===== src/rtl/decoder_link_master.sv =====
// Host-side master for decoder_top: slices one latched LLR frame into input beats,
// then collects the decoded codeword from databus_out beats (with a ready timeout).
module decoder_link_master #(
  parameter int WIDTH_IN  = 4,
  parameter int N_LLRS    = 4,
  parameter int WIDTH_OUT = 4,
  parameter int N_V       = 10,
  parameter int TIMEOUT   = 1024
) (
  input  logic                         clk,
  input  logic                         rst,
  input  logic [WIDTH_IN*N_V-1:0]      frame_in,
  input  logic                         frame_valid,
  output logic                         frame_ready,
  output logic [N_LLRS*WIDTH_IN-1:0]   dec_databus_in,
  output logic                         dec_first_data,
  output logic                         dec_data_valid,
  input  logic                         dec_busy,
  input  logic                         dec_out_ready,
  output logic                         dec_first_out,
  input  logic [WIDTH_OUT-1:0]         dec_databus_out,
  input  logic                         dec_valid_out,
  output logic [N_V-1:0]               cw_out,
  output logic                         cw_valid,
  input  logic                         cw_ack,
  output logic                         err
);
  localparam int FW        = WIDTH_IN * N_V;
  localparam int BW        = N_LLRS * WIDTH_IN;
  localparam int L_SEG     = (N_V - 1) / N_LLRS;
  localparam int FC        = ((N_V - 1) % N_LLRS + 1) * WIDTH_IN;
  localparam int L_SEG_OUT = (N_V - 1) / WIDTH_OUT;
  localparam int FCO       = (N_V - 1) % WIDTH_OUT + 1;
  localparam int MAXS      = (L_SEG > L_SEG_OUT) ? L_SEG : L_SEG_OUT;
  localparam int CNT_W     = $clog2(MAXS + 2);
  localparam int TW        = $clog2(TIMEOUT);

  typedef enum logic [2:0] {IDLE, SEND_F, SEND, WAIT, RECV, DONE} state_t;

  state_t           state_q;
  logic [FW-1:0]    frame_q;
  logic [CNT_W-1:0] cnt_q;
  logic [TW-1:0]    timer_q;
  logic [N_V-1:0]   cw_q;
  logic             err_q;

  assign frame_ready = (state_q == IDLE);
  assign cw_valid    = (state_q == DONE);
  assign cw_out      = cw_q;
  assign err         = err_q;

  // Beat strobes follow dec_busy/dec_out_ready combinationally so no cycle is lost.
  always_comb begin
    dec_databus_in = '0;
    dec_first_data = 1'b0;
    dec_data_valid = 1'b0;
    dec_first_out  = 1'b0;
    case (state_q)
      SEND_F: if (!dec_busy) begin
        dec_first_data = 1'b1;
        dec_data_valid = 1'b1;
        dec_databus_in = BW'(frame_q[FW-1 -: FC]);
      end
      SEND: begin
        dec_data_valid = 1'b1;
        dec_databus_in = frame_q[FW-1 -: BW];
      end
      WAIT:    dec_first_out = dec_out_ready;
      default: ;
    endcase
  end

  always_ff @(posedge clk or posedge rst) begin
    if (rst) begin
      state_q <= IDLE;
      frame_q <= '0;
      cnt_q   <= '0;
      timer_q <= '0;
      cw_q    <= '0;
      err_q   <= 1'b0;
    end else begin
      case (state_q)
        IDLE: if (frame_valid) begin
          frame_q <= frame_in;
          cnt_q   <= '0;
          state_q <= SEND_F;
        end
        SEND_F: if (!dec_busy) begin
          frame_q <= frame_q << FC;
          timer_q <= '0;
          if (L_SEG == 0) state_q <= WAIT;
          else begin
            cnt_q   <= CNT_W'(1);
            state_q <= SEND;
          end
        end
        SEND: begin
          frame_q <= frame_q << BW;
          if (cnt_q == CNT_W'(L_SEG)) begin
            timer_q <= '0;
            state_q <= WAIT;
          end else cnt_q <= cnt_q + 1'b1;
        end
        WAIT: begin
          if (dec_out_ready) begin
            cnt_q   <= '0;
            state_q <= RECV;
          end else if (timer_q == TW'(TIMEOUT - 1)) begin
            err_q   <= 1'b1;
            cw_q    <= '0;
            state_q <= DONE;
          end else timer_q <= timer_q + 1'b1;
        end
        RECV: if (dec_valid_out) begin
          // First word carries only the FCO leftover MSBs of the codeword.
          if (cnt_q == '0) cw_q <= N_V'(dec_databus_out[FCO-1:0]);
          else             cw_q <= N_V'({cw_q, dec_databus_out});
          if (cnt_q == CNT_W'(L_SEG_OUT)) begin
            err_q   <= 1'b0;
            state_q <= DONE;
          end else cnt_q <= cnt_q + 1'b1;
        end
        DONE: if (cw_ack) state_q <= IDLE;
        default: state_q <= IDLE;
      endcase
    end
  end
endmodule

===== config.mk =====
export PLATFORM = sky130hd
export DESIGN_NAME = decoder_link_master
export DESIGN_NICKNAME = d
export VERILOG_FILES = /design/src/rtl/decoder_link_master.sv
export SDC_FILE = /design/constraint.sdc
export NUM_CORES = 1
export LEC_CHECK = 0
export ABC_AREA = 1
export BUFFER_PORTS_ARGS = -buffer_cell sky130_fd_sc_hd__buf_2
export CAP_MARGIN = 20
export CORE_UTILIZATION = 40
export DETAILED_ROUTE_END_ITERATION = 10
export HOLD_SLACK_MARGIN = 0.05
export PLACE_DENSITY_LB_ADDON = 0.2
export RECOVER_POWER = 50
export SYNTH_ARGS = -nofsm -noshare
export SYNTH_HDL_FRONTEND = slang
export SYNTH_SLANG_ARGS = --single-unit

===== constraint.sdc =====
create_clock -name clk -period 4.4 [get_ports clk]
set_input_delay 0.22 -clock clk [delete_from_list [all_inputs] [get_ports clk]]
set_output_delay 0.22 -clock clk [all_outputs]
set_load 0.005 [all_outputs]

Word-level counts from Yosys, hierarchy flattened
Index checks and enable logic that the tools add are counted.
{"block": "word_totals", "mem_bits_ro": 0, "latchBits": 0, "n_memories": 0, "ramBits": 0, "input_bits": 51, "regBits": 66}
{"block": "classes", "muxes": 39, "addsub": 2, "magnitude_cmp": 0, "reduce_logical": 12, "bitwise_logic": 0, "eq_ne": 18, "n_mul": 0, "n_div": 0, "shift": 0}
{"cell": "one-hot mux 40 bit (3 select lines)", "count": 1}
{"cell": "2-to-1 mux 10 bit", "count": 8}
{"cell": "2-to-1 mux 40 bit", "count": 2}
{"cell": "one-hot mux 16 bit (2 select lines)", "count": 1}
{"cell": "one-hot mux 10 bit (3 select lines)", "count": 1}
{"cell": "2-to-1 mux 3 bit", "count": 8}
{"cell": "one-hot mux 10 bit (2 select lines)", "count": 1}
{"cell": "inequality test 2 bit (second input constant)", "count": 9}
{"cell": "one-hot mux 3 bit (6 select lines)", "count": 1}
{"cell": "AND reduction 5 bit", "count": 3}
{"cell": "adder 10 x 1 -> 10 bit (second input constant)", "count": 1}
{"cell": "== test 10 bit (second input constant)", "count": 1}
{"cell": "2-to-1 mux 2 bit", "count": 5}
{"cell": "one-hot mux 2 bit (5 select lines)", "count": 1}
{"cell": "2-to-1 mux 8 bit", "count": 1}
{"cell": "2-to-1 mux 1 bit", "count": 7}
{"cell": "AND reduction 7 bit", "count": 1}
{"cell": "== test 3 x 2 -> 1 bit (second input constant)", "count": 2}
{"cell": "== test 3 bit (second input constant)", "count": 2}
{"cell": "nonzero test 3 bit", "count": 2}
{"cell": "nonzero test 5 bit", "count": 1}
{"cell": "one-hot mux 1 bit (2 select lines)", "count": 2}
{"cell": "AND reduction 4 bit", "count": 1}
{"cell": "== test 3 x 1 -> 1 bit (second input constant)", "count": 1}
{"cell": "other kinds (8)", "count": 8}

Logic depth before layout (Yosys ltp)
Gate-level depths: netlist (run 1).
{"block": "depth", "ltp_word": 4, "depth_mapped": 10, "ltp_nobuf": 9}

Worst setup path before layout (run 1)
Ideal clock, no wire load.
{"block": "synth_timing", "kind": "register to register", "from": "register timer_q[0]", "to": "register cw_q[9], in the netlist cw_out[9]", "stages_incl_launch_ff": 10, "arrival_ns": 1.444, "synth_period_minus_slack_ns": 1.562, "path_slack_ns": 2.838, "setup_ns": 0.117, "path_cell_list": "dfrtp_1 > ha_1 > nand2_1 > nor2_4 > nand3_2 > nand2_1 > nand3_4 > buf_8 > nand2_1 > o21ai_2"}
{"block": "synth_via", "elab_chain_len": 3}
{"item": "start, declared", "line_no": "43", "text": "logic [TW-1:0] timer_q;"}
{"item": "start signal, assigned", "line_no": "112", "text": "end else timer_q <= timer_q + 1'b1;"}
{"item": "== test 10 bit", "line_no": "108", "text": "end else if (timer_q == TW'(TIMEOUT - 1)) begin"}
{"item": "inequality test 2 bit (no line)"}
{"item": "AND reduction 4 bit (no line)"}
{"item": "end signal, assigned", "line_no": "116", "text": "if (cnt_q == '0) cw_q <= N_V'(dec_databus_out[FCO-1:0]);"}
{"item": "end signal, assigned", "line_no": "117", "text": "else cw_q <= N_V'({cw_q, dec_databus_out});"}
{"item": "end, declared", "line_no": "44", "text": "logic [N_V-1:0] cw_q;"}
Every way passes these cells.
A chain may end at the register's enable or synchronous reset.

Final worst setup path (run 1)
{"block": "layout_timing", "from": "register state_q[2]", "to": "output dec_databus_in[3]"}
{"block": "layout_via", "elab_chain_len": 2}
{"item": "start, declared", "line_no": "40", "text": "state_t state_q;"}
{"item": "start signal, assigned", "line_no": "75", "text": "state_q <= IDLE;"}
{"item": "start signal, assigned", "line_no": "86", "text": "state_q <= SEND_F;"}
{"item": "start signal, assigned", "line_no": "91", "text": "if (L_SEG == 0) state_q <= WAIT;"}
{"item": "== test 3 x 2 -> 1 bit or == test 3 x 1 -> 1 bit (tied branches)", "line_no": "58", "text": "case (state_q)"}
{"item": "one-hot mux 16 bit (2 select lines) (*)", "line_no": "58"}
{"item": "end, declared", "line_no": "15", "text": "output logic [N_LLRS*WIDTH_IN-1:0] dec_databus_in,"}
Mark *: on every way between the ends. The rest lies on a longest branch, timed or not.

==> impl_metrics.csv, run 1 <==
group,metric,value,unit
global_routing,grt_pass1_wl,15700,um
clock_network,ctsResizeCount,0,
setup_path,crit_top_cell,"nand2_1",
synthesis,syn-mean-instance-area,7.11,sq um
placed_design,dpl-instance-area,0.00421,sq mm
setup_path,end_kind,"primary output",
clock_network,clk_pin_slew,0.07,ns
synthesis,ys_types,30,
power_and_ir_drop,ir_drop,0.281,mV
placed_design,gp_congestion,0.859,
placed_design,dp.cells,704,
global_routing,gr-usage-all-layers,20.1,%
setup_path,crit_type,"reg -> out",
timing,fmax,387,MHz
finish,area_delta_synth_final,15.7,%
clock_network,ctsRootBufferMaster,"clkbuf_8",
detailed_routing,vias,3545,
synthesis,synth_nets,586,
power_and_ir_drop,power_density,648,mW/mm^2
timing,fin_crit_sh,58.7,%
synthesis,synth-seq-cells,66,
timing,setup-violations-final,0,
status,status,"complete, no violations",
clock_network,cts_buffers,9,
flow_run,max-cap-violations,0,
timing,layout_setup_ws,1.82,ns
detailed_routing,vias_per_cell,4.92,
placed_design,dpl.hpwl,6390,um
clock_network,clock-sinks,66,
synthesis,synth_ff_type,"dfrtp_1",
clock_network,ctsLongestPathBuffers,2,
timing,final.setup_skew,0.00836,ns
clock_network,cts_hold_buf,1,
setup_path,crit_chain,"nor2_2 -> nand2_1 -> inv_2 -> nand2_1 -> o21ai_0 -> buf_2",
global_routing,grt_overflow,0,
setup_path,cp_slowest_stage_delay,0.54,ns
die,die_area,0.00984,sq mm
global_routing,antenna_found_initial,0,
synthesis,synth-async-reset-ratio,100,%
die,io_pins,83,
die,die_x,99.2,um
setup_path,crit_slowest_cell,"inv_2",
detailed_routing,drtAntennaViolNets,0,
clock_network,cts_tree,"yes",
finish,fin_area,0.00437,sq mm
timing,layout_min_cycle_time,2.58,ns
placed_design,place_ws,2.17,ns
timing,slew_viol_final,0,
timing,tightest_slew,1.29,ns
die,initial_core_util,41.1,%
setup_path,crit_path_max_fanout,32,
detailed_routing,first_iter_violations,198,
timing,setup_tns,0,ns
die,dieHeight,99.2,um
hold_path,hp-class,"in -> reg",
detailed_routing,drc_errors,0,
power_and_ir_drop,p_leak,2.32,nW
finish,antennaDiodeCount,0,
die,num_rows,35,
global_routing,grt_pass1_vias,3470,
die,core-area,0.00920,sq mm
synthesis,synth.yosys.seq_area_share,43.7,%
finish,fillers,965,
clock_network,htreeDepth,3,
timing,final_hold_viol_count,0,
synthesis,synth_area_leaders,"dfrtp_1 (44%), nand2_1 (26%), nand3_1 (4.4%)",
synthesis,synth_top_area_cell,"dfrtp_1",
clock_network,clk-insertion-delay-late,0.35,ns
finish,fin_nets,659,
timing,slew_headroom,13.7,%
synthesis,yosysWarnings,0,
global_routing,grt_max_degree,51,
placed_design,portBuffers,82,
setup_path,cp-start-kind,"register",
synthesis,ys_top_cells_by_count,"nand2_1 (257), dfrtp_1 (66), nand3_1 (33)",
detailed_routing,drtPass1Iterations,4,
synthesis,yosysTopAreaCellShare,43.7,%
finish,stdcell_count,721,
synthesis,synth.most_common_cell,"nand2_1",
synthesis,synth_area,0.00378,sq mm
detailed_routing,wl_per_cell,12.8,um
synthesis,syn_inst,532,
detailed_routing,drt_wl_total,9250,um
clock_network,cts_setup_buffers,0,
timing,rsz0062_at_grt,"no",
setup_path,worstPathArrival,2.36,ns
finish,final_layout_size_suffix_gt1_share,19.7,%
synthesis,synth_edf_count,0,
setup_path,critPathRequiredTime,4.18,ns
==> report_power, final <==
part           switching [mW]  total (mW)  internal [mW]
Combinational           0.933        1.36          0.426
Clock                   0.234       0.484          0.250
Sequential              0.173       0.992          0.819
==> flip-flops by register name, summed over array words and instances, names as in the netlist <==
signal   flops
cnt_q        2
err          1
timer_q     10
state_q      3
frame_q     40
cw_out      10
==> through the flow <==
step / power, mW / util (%) / hold slack (ns)
4_1_cts: 2.87 / 47.8 / 0.0997
3_3_place_gp: 2.35 / 45.7 / 0.225
6_report: 2.84 / 47.6 / 0.116
3_5_place_dp: 2.38 / 45.7 / 0.234
5_1_grt: 3.10 / 47.6 / 0.120
2_1_floorplan: 2.08 / - / 0.350
==> path summary, 6_finish.rpt <==
path | startpoint | endpoint | cells after the start | slack (ns)
max reg2reg | state_q[2] | frame_q[37] | 7 | 2.14
max in group asynchronous | rst | frame_q[38] | 4 | 2.19
min reg2reg | err | err | 2 | 0.47
min | dec_databus_out[0] | cw_out[0] | 3 | 0.12
max | state_q[2] | dec_databus_in[3] | 6 | 1.82
min in group asynchronous | rst | cw_out[1] | 3 | 0.52
==> worst max-delay path: cells and delay by family (launching register included) <==
family,cells,cell delay [ns]
simple gates,3,0.68
compound gates,1,0.12
buf+inv,2,0.69
flops,1,0.52
==> cell families (layout without fill, tap and decap cells) <==
family,count (synthesis),after routing,share of synthesized area (%)
AO/OA/AOI/OAI,60,60,9.77
XOR/XNOR,2,2,0.464
adder cells (fa/ha/maj),3,3,0.993
buffers and inverters,58,136,7.35
flip-flops,66,66,43.7
AND/OR/NAND/NOR,343,343,37.7
==> layout make-up <==
cell class	instances	area (sq um)	area share, %
Clock buffer	14	173	3.95
Clock inverter	2	10.0	0.229
Inverter	35	131	3.00
Multi-Input combinational cell	408	1850	42.2
Sequential cell	66	1650	37.8
Tap cell	111	139	3.18
Timing Repair Buffer	85	424	9.70
==> placed cells by master, fill, tap and decap left out, types with 2 or more instances in the layout <==
cell type / count
nand2_1: 257
buf_2: 75
dfrtp_1: 66
nand3_1: 34
nor2_1: 29
inv_1: 28
o21ai_1: 20
o21ai_0: 16
clkbuf_8: 12
clkbuf_1: 9
o21ai_2: 8
a21boi_1: 8
inv_2: 7
nand4_1: 7
a21oi_1: 5
nand2_2: 4
nor2_2: 3
ha_1: 3
nor2_4: 2
nand3b_1: 2
o21ai_4: 2
nor3_1: 2
clkinv_2: 2
==> per-layer routing <==
layer  wire, um  GRT usage [%]  vias up
met5          0              0        -
met4        137           7.35        0
met3        373           4.15       13
met2       4660           36.7       77
met1       4070           23.0     1643
li1           -              -     1812
Power figures use the tool's default switching activity.
==> run 2, diff against run 1 <==
- clock period: 4.4 -> 2.25 ns (I/O delays scaled with it)
==> run 2 against run 1 <==
Effect of this change: the flow now finishes with violations (capacitance limit, slew limit); combinational power increased by 100%; sequential cell count is the same; wire length is 2.4% higher; critical path type unchanged.
==> impl_metrics.csv, run 2 (synthesis results as in run 1) <==
group,metric,value,unit
timing,layout_min_cycle_time,2.06,ns
timing,fin_crit_sh,91.7,%
setup_path,reg2reg_to,"frame_q[32]",
setup_path,end_kind,"primary output",
timing,slew_viol_final,67,
detailed_routing,vias,3631,
setup_path,cp_slowest_stage_delay,0.52,ns
clock_network,clk-insertion-delay-late,0.35,ns
die,num_rows,35,
status,violations,"capacitance limit, slew limit",
placed_design,dpl.hpwl,6500,um
setup_path,r2r_start,"state_q[2]",
die,dieHeight,99.2,um
power_and_ir_drop,p_leak,2.41,nW
placed_design,portBuffers,82,
timing,fmax,484,MHz
finish,mostFrequentLayoutCells,"nand2_1 (257), buf_2 (78), dfrtp_1 (66)",
timing,setup-violations-final,0,
setup_path,cp-start-kind,"register",
clock_network,ctsLongestPathBuffers,2,
finish,area_delta_synth_final,21.5,%
die,io_pins,83,
hold_path,holdPathEnd,"frame_q[11]",
hold_path,worstHoldPathCells,3,
setup_path,worstRegToRegCells,8,
global_routing,grt_pass1_vias,3475,
die,die_x,99.2,um
clock_network,cts_buffers,9,
detailed_routing,drtPass1Iterations,4,
global_routing,gr-usage-all-layers,20.4,%
hold_path,min-delay-start,"frame_in[11]",
status,status,"complete, but fails checks",
global_routing,grt_max_degree,67,
setup_path,crit_chain,"inv_1 -> nand3_2 -> nor2_2 -> inv_1 -> o21ai_0 -> buf_2",
setup_path,crit_top_cell,"inv_1",
die,die_area,0.00984,sq mm
global_routing,antenna_found_initial,0,
timing,hold-worst-slack,0.0504,ns
finish,regMostFlops,"frame_q",
clock_network,cts_setup_buffers,0,
finish,multi_input_area,0.00185,sq mm
detailed_routing,drtAntennaViolNets,0,
power_and_ir_drop,power_density,1250,mW/mm^2
detailed_routing,vias_per_cell,4.91,
timing,final_hold_viol_count,0,
timing,final.setup_skew,0.0123,ns
clock_network,clock-sinks,66,
timing,tightest_slew,1.54,ns
flow_run,max-cap-violations,1,
finish,final_common_cell,"nand2_1",
clock_network,clk_pin_slew,0.08,ns
timing,layout_setup_ws,0.186,ns
finish,largest_reg_flops,40,
timing,setup_tns,0,ns
finish,fillers,955,
timing,rsz0062_at_grt,"no",
finish,antennaDiodeCount,0,
detailed_routing,first_iter_violations,192,
placed_design,place_ws,0.309,ns
die,core-area,0.00920,sq mm
timing,slew_headroom,-2.76,%
detailed_routing,wl_per_cell,12.8,um
setup_path,r2r_slack,0.26,ns
placed_design,gp_congestion,0.879,
finish,final_layout_size_suffix_gt1_share,20.2,%
setup_path,crit_path_max_fanout,11,
clock_network,ctsRootBufferMaster,"clkbuf_8",
detailed_routing,drt_wl_total,9470,um
finish,seq_area,0.00165,sq mm
setup_path,crit_slowest_cell,"dfrtp_1",
setup_path,worstPathArrival,1.95,ns
hold_path,hp-class,"in -> reg",
global_routing,grt_pass1_wl,16000,um
setup_path,crit_type,"reg -> out",
global_routing,grt_overflow,0,
power_and_ir_drop,ir_drop,0.719,mV
setup_path,critPathRequiredTime,2.14,ns
finish,fin_nets,678,
finish,post-route-util,49.9,%
die,initial_core_util,41.1,%
clock_network,cts_tree,"yes",
clock_network,htreeDepth,3,
detailed_routing,drc_errors,0,
run 2: timing repair:
item                                   4_1_cts  5_1_grt
setup endpoints to repair                    0        8
resized for setup                            0        2
endpoints found under the hold margin       81        0
hold buffers                                16        0
run 2: where the power goes:
group | switching, mW | total, mW | internal (mW)
registers | 0.344 | 1.95 | 1.60
clock network | 0.479 | 1.02 | 0.544
logic | 1.85 | 2.78 | 0.931
total | 2.67 | 5.75 | 3.08
run 2: critical path, delay by kind of cell, from the launching register on:
family	cells	cell delay (ns)
AOI/OAI and AO/OA	1	0.23
buffers and inverters	3	0.54
DFF	1	0.52
and+or+nand+nor	2	0.32
run 2: area by class of cell:
cell class / instances / area share (%)
clock inverter: 4 / 1.12
multi-input combinational: 408 / 40.3
timing repair buffer: 104 / 13.5
sequential: 66 / 36.0
tap: 111 / 3.02
inverter: 35 / 2.91
clock buffer: 12 / 3.16
run 2: per-layer routing:
| metal | track usage (%) | vias up | wire [um] | share of wire [%] |
|---|---|---|---|---|
| li1 | - | 1861 | - | - |
| met1 | 26.2 | 1673 | 4150 | 44 |
| met2 | 34.7 | 80 | 4800 | 51 |
| met3 | 3.37 | 17 | 373 | 3.9 |
| met4 | 7.35 | 0 | 144 | 1.5 |
| met5 | 0 | - | 0 | 0 |
run 2: worst max-delay path by stage:
stage / slack, ns / endpoint / cells past startpoint / from
6_report: 0.19 / dec_databus_in[0] / 6 / state_q[2]
5_1_grt: 0.02 / dec_databus_in[0] / 6 / state_q[2]
4_1_cts: 0.05 / dec_databus_in[0] / 6 / state_q[2]
3_5_place_dp: 0.31 / frame_q[32] / 8 / state_q[2]
3_3_place_gp: 0.38 / frame_q[33] / 8 / state_q[2]
2_1_floorplan: 0.48 / cnt_q[0] / 1 / rst
run 2: per-stage QoR:
step	area (sq um)	total power, mW	cells
floorplan	3780	4.07	532
global placement	4260	4.69	708
detailed placement	4260	4.76	708
CTS	4620	5.82	740
global route	4590	6.28	740
finish	4590	5.75	740
